===== config.mk =====
export PLATFORM = sky130hd
export DESIGN_NAME = baud_tick_generator
export DESIGN_NICKNAME = d
export VERILOG_FILES = /design/src/rtl/baud_tick_generator.sv
export SDC_FILE = /design/constraint.sdc
export NUM_CORES = 1
export LEC_CHECK = 0
export BUFFER_PORTS_ARGS = -buffer_cell sky130_fd_sc_hd__buf_2
export CORE_MARGIN = 2
export CORE_UTILIZATION = 59
export CTS_CLUSTER_SIZE = 24
export DETAILED_ROUTE_END_ITERATION = 7
export GPL_ROUTABILITY_DRIVEN = 1
export PLACE_DENSITY = 0.74
export SLEW_MARGIN = 20
export SYNTH_ARGS = -nofsm -noshare
export SYNTH_HDL_FRONTEND = slang
export SYNTH_SLANG_ARGS = --single-unit

===== constraint.sdc =====
create_clock -name clk -period 2.62 [get_ports clk]
set_input_delay 0.524 -clock clk [delete_from_list [all_inputs] [get_ports clk]]
set_output_delay 0.524 -clock clk [all_outputs]
set_load 0.03 [all_outputs]

===== src/rtl/baud_tick_generator.sv =====
// Baud tick generator: programmable divisor producing an oversampled
// receive-sample tick (rxenable) and a transmit-bit tick (txenable) that
// fires on every OVERSAMPLE-th receive tick.
//
// Divisor programming is a two-step bus sequence: the low byte is parked
// in a staging register, and the high-byte write commits both halves to
// the active divisor in one edge, so software never runs the counter on
// a half-updated divisor.
//
// Parameter legality: DIV_WIDTH 9..16, OVERSAMPLE a power of two 2..64.
module baud_tick_generator #(
   parameter int          DIV_WIDTH   = 16,
   parameter int          OVERSAMPLE  = 16,
   parameter logic [15:0] DEFAULT_DIV = 16'd325
) (
   input  logic       clk,
   input  logic       rst,
   input  logic       wr,
   input  logic [1:0] ioaddr,
   input  logic [7:0] data,
   output logic       rxenable,
   output logic       txenable
);

   // Width of the high-byte slice that survives into the active divisor.
   localparam int HI_W  = DIV_WIDTH - 8;
   localparam int SUB_W = $clog2(OVERSAMPLE);

   localparam logic [DIV_WIDTH-1:0] RST_DIV  = DEFAULT_DIV[DIV_WIDTH-1:0];
   localparam logic [7:0]           RST_LOW  = DEFAULT_DIV[7:0];
   localparam logic [DIV_WIDTH-1:0] DIV_ZERO = '0;
   localparam logic [DIV_WIDTH-1:0] DIV_ONE  = DIV_WIDTH'(1);
   localparam logic [SUB_W-1:0]     SUB_ONE  = SUB_W'(1);
   localparam logic [SUB_W-1:0]     SUB_LAST = SUB_W'(OVERSAMPLE - 1);

   localparam logic [1:0] ADDR_DIV_LO = 2'b10;
   localparam logic [1:0] ADDR_DIV_HI = 2'b11;

   logic [7:0]           stage_q;   // low-byte staging register
   logic [DIV_WIDTH-1:0] div_q;     // active divisor
   logic [DIV_WIDTH-1:0] cnt_q;     // period down counter
   logic [SUB_W-1:0]     sub_q;     // rx ticks seen within the current tx bit

   logic                 wr_low;
   logic                 commit;
   logic [DIV_WIDTH-1:0] new_div;
   logic                 tick;
   logic                 sub_wrap;

   // Decode the bus strobe; addresses 2'b00/2'b01 fall through untouched.
   always_comb begin
      wr_low  = wr && (ioaddr == ADDR_DIV_LO);
      commit  = wr && (ioaddr == ADDR_DIV_HI);
      // High-byte bits above the divisor width are simply dropped.
      new_div = {data[HI_W-1:0], stage_q};
   end

   // Period expiry. A commit on the same edge wins, so the old period's
   // final tick is suppressed and the new divisor starts cleanly. A zero
   // divisor leaves the counter parked at 0 with no tick.
   always_comb begin
      tick     = !commit && (cnt_q == DIV_ZERO) && (div_q != DIV_ZERO);
      sub_wrap = (sub_q == SUB_LAST);
   end

   // Any unused upper data bits (narrow divisor builds) are tied off here.
   generate
      if (HI_W < 8) begin : g_unused_hi
         logic unused_hi;
         assign unused_hi = ^data[7:HI_W];
      end
   endgenerate

   // Low-byte staging: only a low-byte write touches it.
   always_ff @(posedge clk or negedge rst) begin
      if (!rst)
         stage_q <= RST_LOW;
      else if (wr_low)
         stage_q <= data;
   end

   // Active divisor: replaced atomically by the high-byte commit.
   always_ff @(posedge clk or negedge rst) begin
      if (!rst)
         div_q <= RST_DIV;
      else if (commit)
         div_q <= new_div;
   end

   // Down counter: load on commit, count to zero, reload on expiry.
   always_ff @(posedge clk or negedge rst) begin
      if (!rst)
         cnt_q <= RST_DIV;
      else if (commit)
         cnt_q <= new_div;
      else if (cnt_q != DIV_ZERO)
         cnt_q <= cnt_q - DIV_ONE;
      else if (div_q != DIV_ZERO)
         cnt_q <= div_q;
   end

   // Oversample sub-counter: advances per rx tick; the power-of-two width
   // makes the wrap from OVERSAMPLE-1 to 0 a natural rollover.
   always_ff @(posedge clk or negedge rst) begin
      if (!rst)
         sub_q <= '0;
      else if (commit)
         sub_q <= '0;
      else if (tick)
         sub_q <= sub_q + SUB_ONE;
   end

   // Registered single-cycle ticks; tx rides on the rx tick that wraps.
   always_ff @(posedge clk or negedge rst) begin
      if (!rst) begin
         rxenable <= 1'b0;
         txenable <= 1'b0;
      end else begin
         rxenable <= tick;
         txenable <= tick && sub_wrap;
      end
   end

endmodule


==> flow_summary.yaml <==
clock_tree:
  cts_made_buffers: 5
  insertion_delay_ps: 300
  htree_levels: 2
  cts_sinks: 46
  cts_tree: "done"
  cts_hold_buf: 0
  cts.clk_slew.worst_paths_ps: 90
  cts_max_path_buffers: 2
  post_cts_buffers: 0
  clockRootBuffer: "clkbuf_8"
critical_path:
  crit_end: "cnt_q[12]"
  start_kind: "flop"
  crit_start: "cnt_q[1]"
  rr_endpoint: "cnt_q[12]"
  critPathCaptureType: "flop"
  path_class: "flop to flop"
  arrival_ps: 2340
  path_max_fanout: 9
  r2r-start: "cnt_q[1]"
  rr_worst_depth: 6
  r2r_slack_ps: 460
  critPathRequiredTime_ps: 2800
floorplan:
  die_height_um: 66.3
  die_area_um2: 4390
  die_width_um: 66.3
  core_area_um2: 3690
  rows: 22
  io_pins: 15
  start_util_pct: 62.0
sta:
  finalHoldViolCount: 0
  worstMarginPinSlew_ps: 621
  relSlewSlack_pct: 58.5
  slew_viol_final: 0
  final.setup.tns_ps: 0
  finClkSkew_ps: 6.89
  max_freq_ghz: 0.463
  rsz0062_at_grt: "no"
  finalSetupViolations: 0
  layout_min_cycle_time_ps: 2160
  post-route-period-util_pct: 82.5
finish:
  nets: 266
  layout_commonest_cell: "nand2_1"
  drive_above_1_share_pct: 22.3
  n_antenna_cell: 0
  post-route-util_pct: 68.4
  final_cell_mix: "nand2_1, dfrtp_1, nor3_1, buf_2"
  syn2layout_area_growth_pct: 10.2
routing:
  vias: 1843
  drt_drc_violations_left: 0
  wl_per_cell_um: 17.1
  dr.pass1.iters: 4
  vias_per_cell: 6.16
  antenna_left: 0
  drt_wl_total_mm: 5.11
  drt_iter0_markers: 206
placement:
  dpl.hpwl_mm: 3.74
  place.gp.congestion: 0.967
  numPortBuffers: 14
logic_synthesis:
  yosys_register_bits: 46
  synth_nets: 250
  synth_ff_type: "dfrtp_1"
  synth_cells: 234
  yosys.cell_types.count: 49
  yosysSeqAreaShare_pct: 50.9
  postSynthAreaPerCell_um2: 9.78
  ys_async_sr_fraction_pct: 100
  synth.cell_area_um2: 2290
  synth_edf_count: 0
  yosysWarnings: 0
power:
  p_per_area_nw_per_um2: 845
  total_power_uw: 2130
  peakVddDrop_uv: 523
  power.leakage_uw: 0.00115
status:
  status: "finished, final reports clean"
min_path:
  hold_path.class: "input port to asynchronous set/reset pin"
job:
  cap_viol_max_count: 0
global_routing:
  grt_first_pass_wirelength_mm: 8.86
  antenna_found_initial: 0
  grt_max_degree: 35
  grt_util_all_layers_pct: 27.1
  grt_pass1_vias: 1773
  overflow: 0
[what timing repair did]
action | 4_1_cts | 5_1_grt
hold endpoints to repair | 0 | 0
gates resized for setup | 0 | 1
endpoints found under the setup margin | 0 | 13
[metrics by stage]
step / instances / area, um2 / hold WS (ps) / setup WS [ps]
after detailed placement: 291 / 2420 / 430 / 275
after global routing: 299 / 2520 / 123 / 220
final: 299 / 2520 / 109 / 459
after CTS: 299 / 2510 / 114 / 228
after global placement: 291 / 2420 / 419 / 449
after floorplan: 234 / 2290 / 228 / 649
[kinds of logic after synthesis]
logic type	synth area share [%]
AOI/OAI and AO/OA	14.3
buffers and inverters	2.24
adders and majority gates	1.64
xor gates and xnor gates	1.15
and+or+nand+nor	24.1
muxes	5.69
DFF	50.9
[critical path, cell delays in order, from the launching register on]
cell      delay [ps]
dfrtp_1          440
inv_1            100
ha_1             190
or3b_1           520
or4_1            460
a211oi_1         250
o21ai_1          100
[synthesized netlist by cell type, drive strengths merged, types with 2 or more instances]
library cell | count | area, um2
clkbuf | 7 | 26.3
o31a | 2 | 17.5
nor4 | 8 | 50.1
or3 | 3 | 20.0
or4 | 4 | 33.8
a211oi | 3 | 22.5
o31ai | 4 | 30.0
dfstp | 11 | 289
buf | 4 | 17.5
a21o | 3 | 22.5
inv | 2 | 7.51
o21ai | 20 | 100
ha | 3 | 37.5
and4 | 2 | 17.5
nor4b | 2 | 32.5
dfrtp | 35 | 876
xnor2 | 2 | 17.5
nand3 | 5 | 25.0
nor2 | 9 | 33.8
nand4 | 3 | 18.8
nor3 | 14 | 70.1
a21oi | 5 | 25.0
mux2i | 4 | 40.0
nand2 | 51 | 191
a31oi | 2 | 12.5
mux2 | 8 | 90.1
[routing by layer]
layer	wire [um]	up-vias	GRT usage, %
li1	-	881	-
met1	2320	896	39.6
met4	76	0	8.42
met3	295	8	4.77
met5	0	-	0
met2	2430	58	41.1
[flip-flops by register name, indices dropped and copies added, names as in the netlist]
register and count:
cnt_q 16, sub_q 4, stage_q 8, rxenable 1, div_q 16, txenable 1
[worst min path at each step]
stage / startpoint / endpoint / slack (ps) / cells after the start
floorplan: rst / cnt_q[10] / 230 / 0
global placement: rst / cnt_q[13] / 420 / 1
detailed placement: rst / cnt_q[7] / 430 / 1
CTS: rst / cnt_q[14] / 110 / 1
global route: rst / cnt_q[14] / 120 / 1
finish: rst / cnt_q[14] / 110 / 1
[layout make-up]
cell class              instances  area [um2]
fillers                       292        1170
flip-flops and latches         46        1160
multi-input cells             175        1080
repair buffers                 20         115
clock buffers                   6        82.6
well taps                      48        60.1
clock inverters                 2        12.5
inverters                       2        7.51
[power breakdown]
part | switching, uW | leakage (uW) | internal, uW
Sequential | 187 | 0.000559 | 907
Clock | 235 | 0.0000472 | 212
Combinational | 321 | 0.000540 | 269
Total | 742 | 0.00115 | 1390
Power figures use the tool's default switching activity.
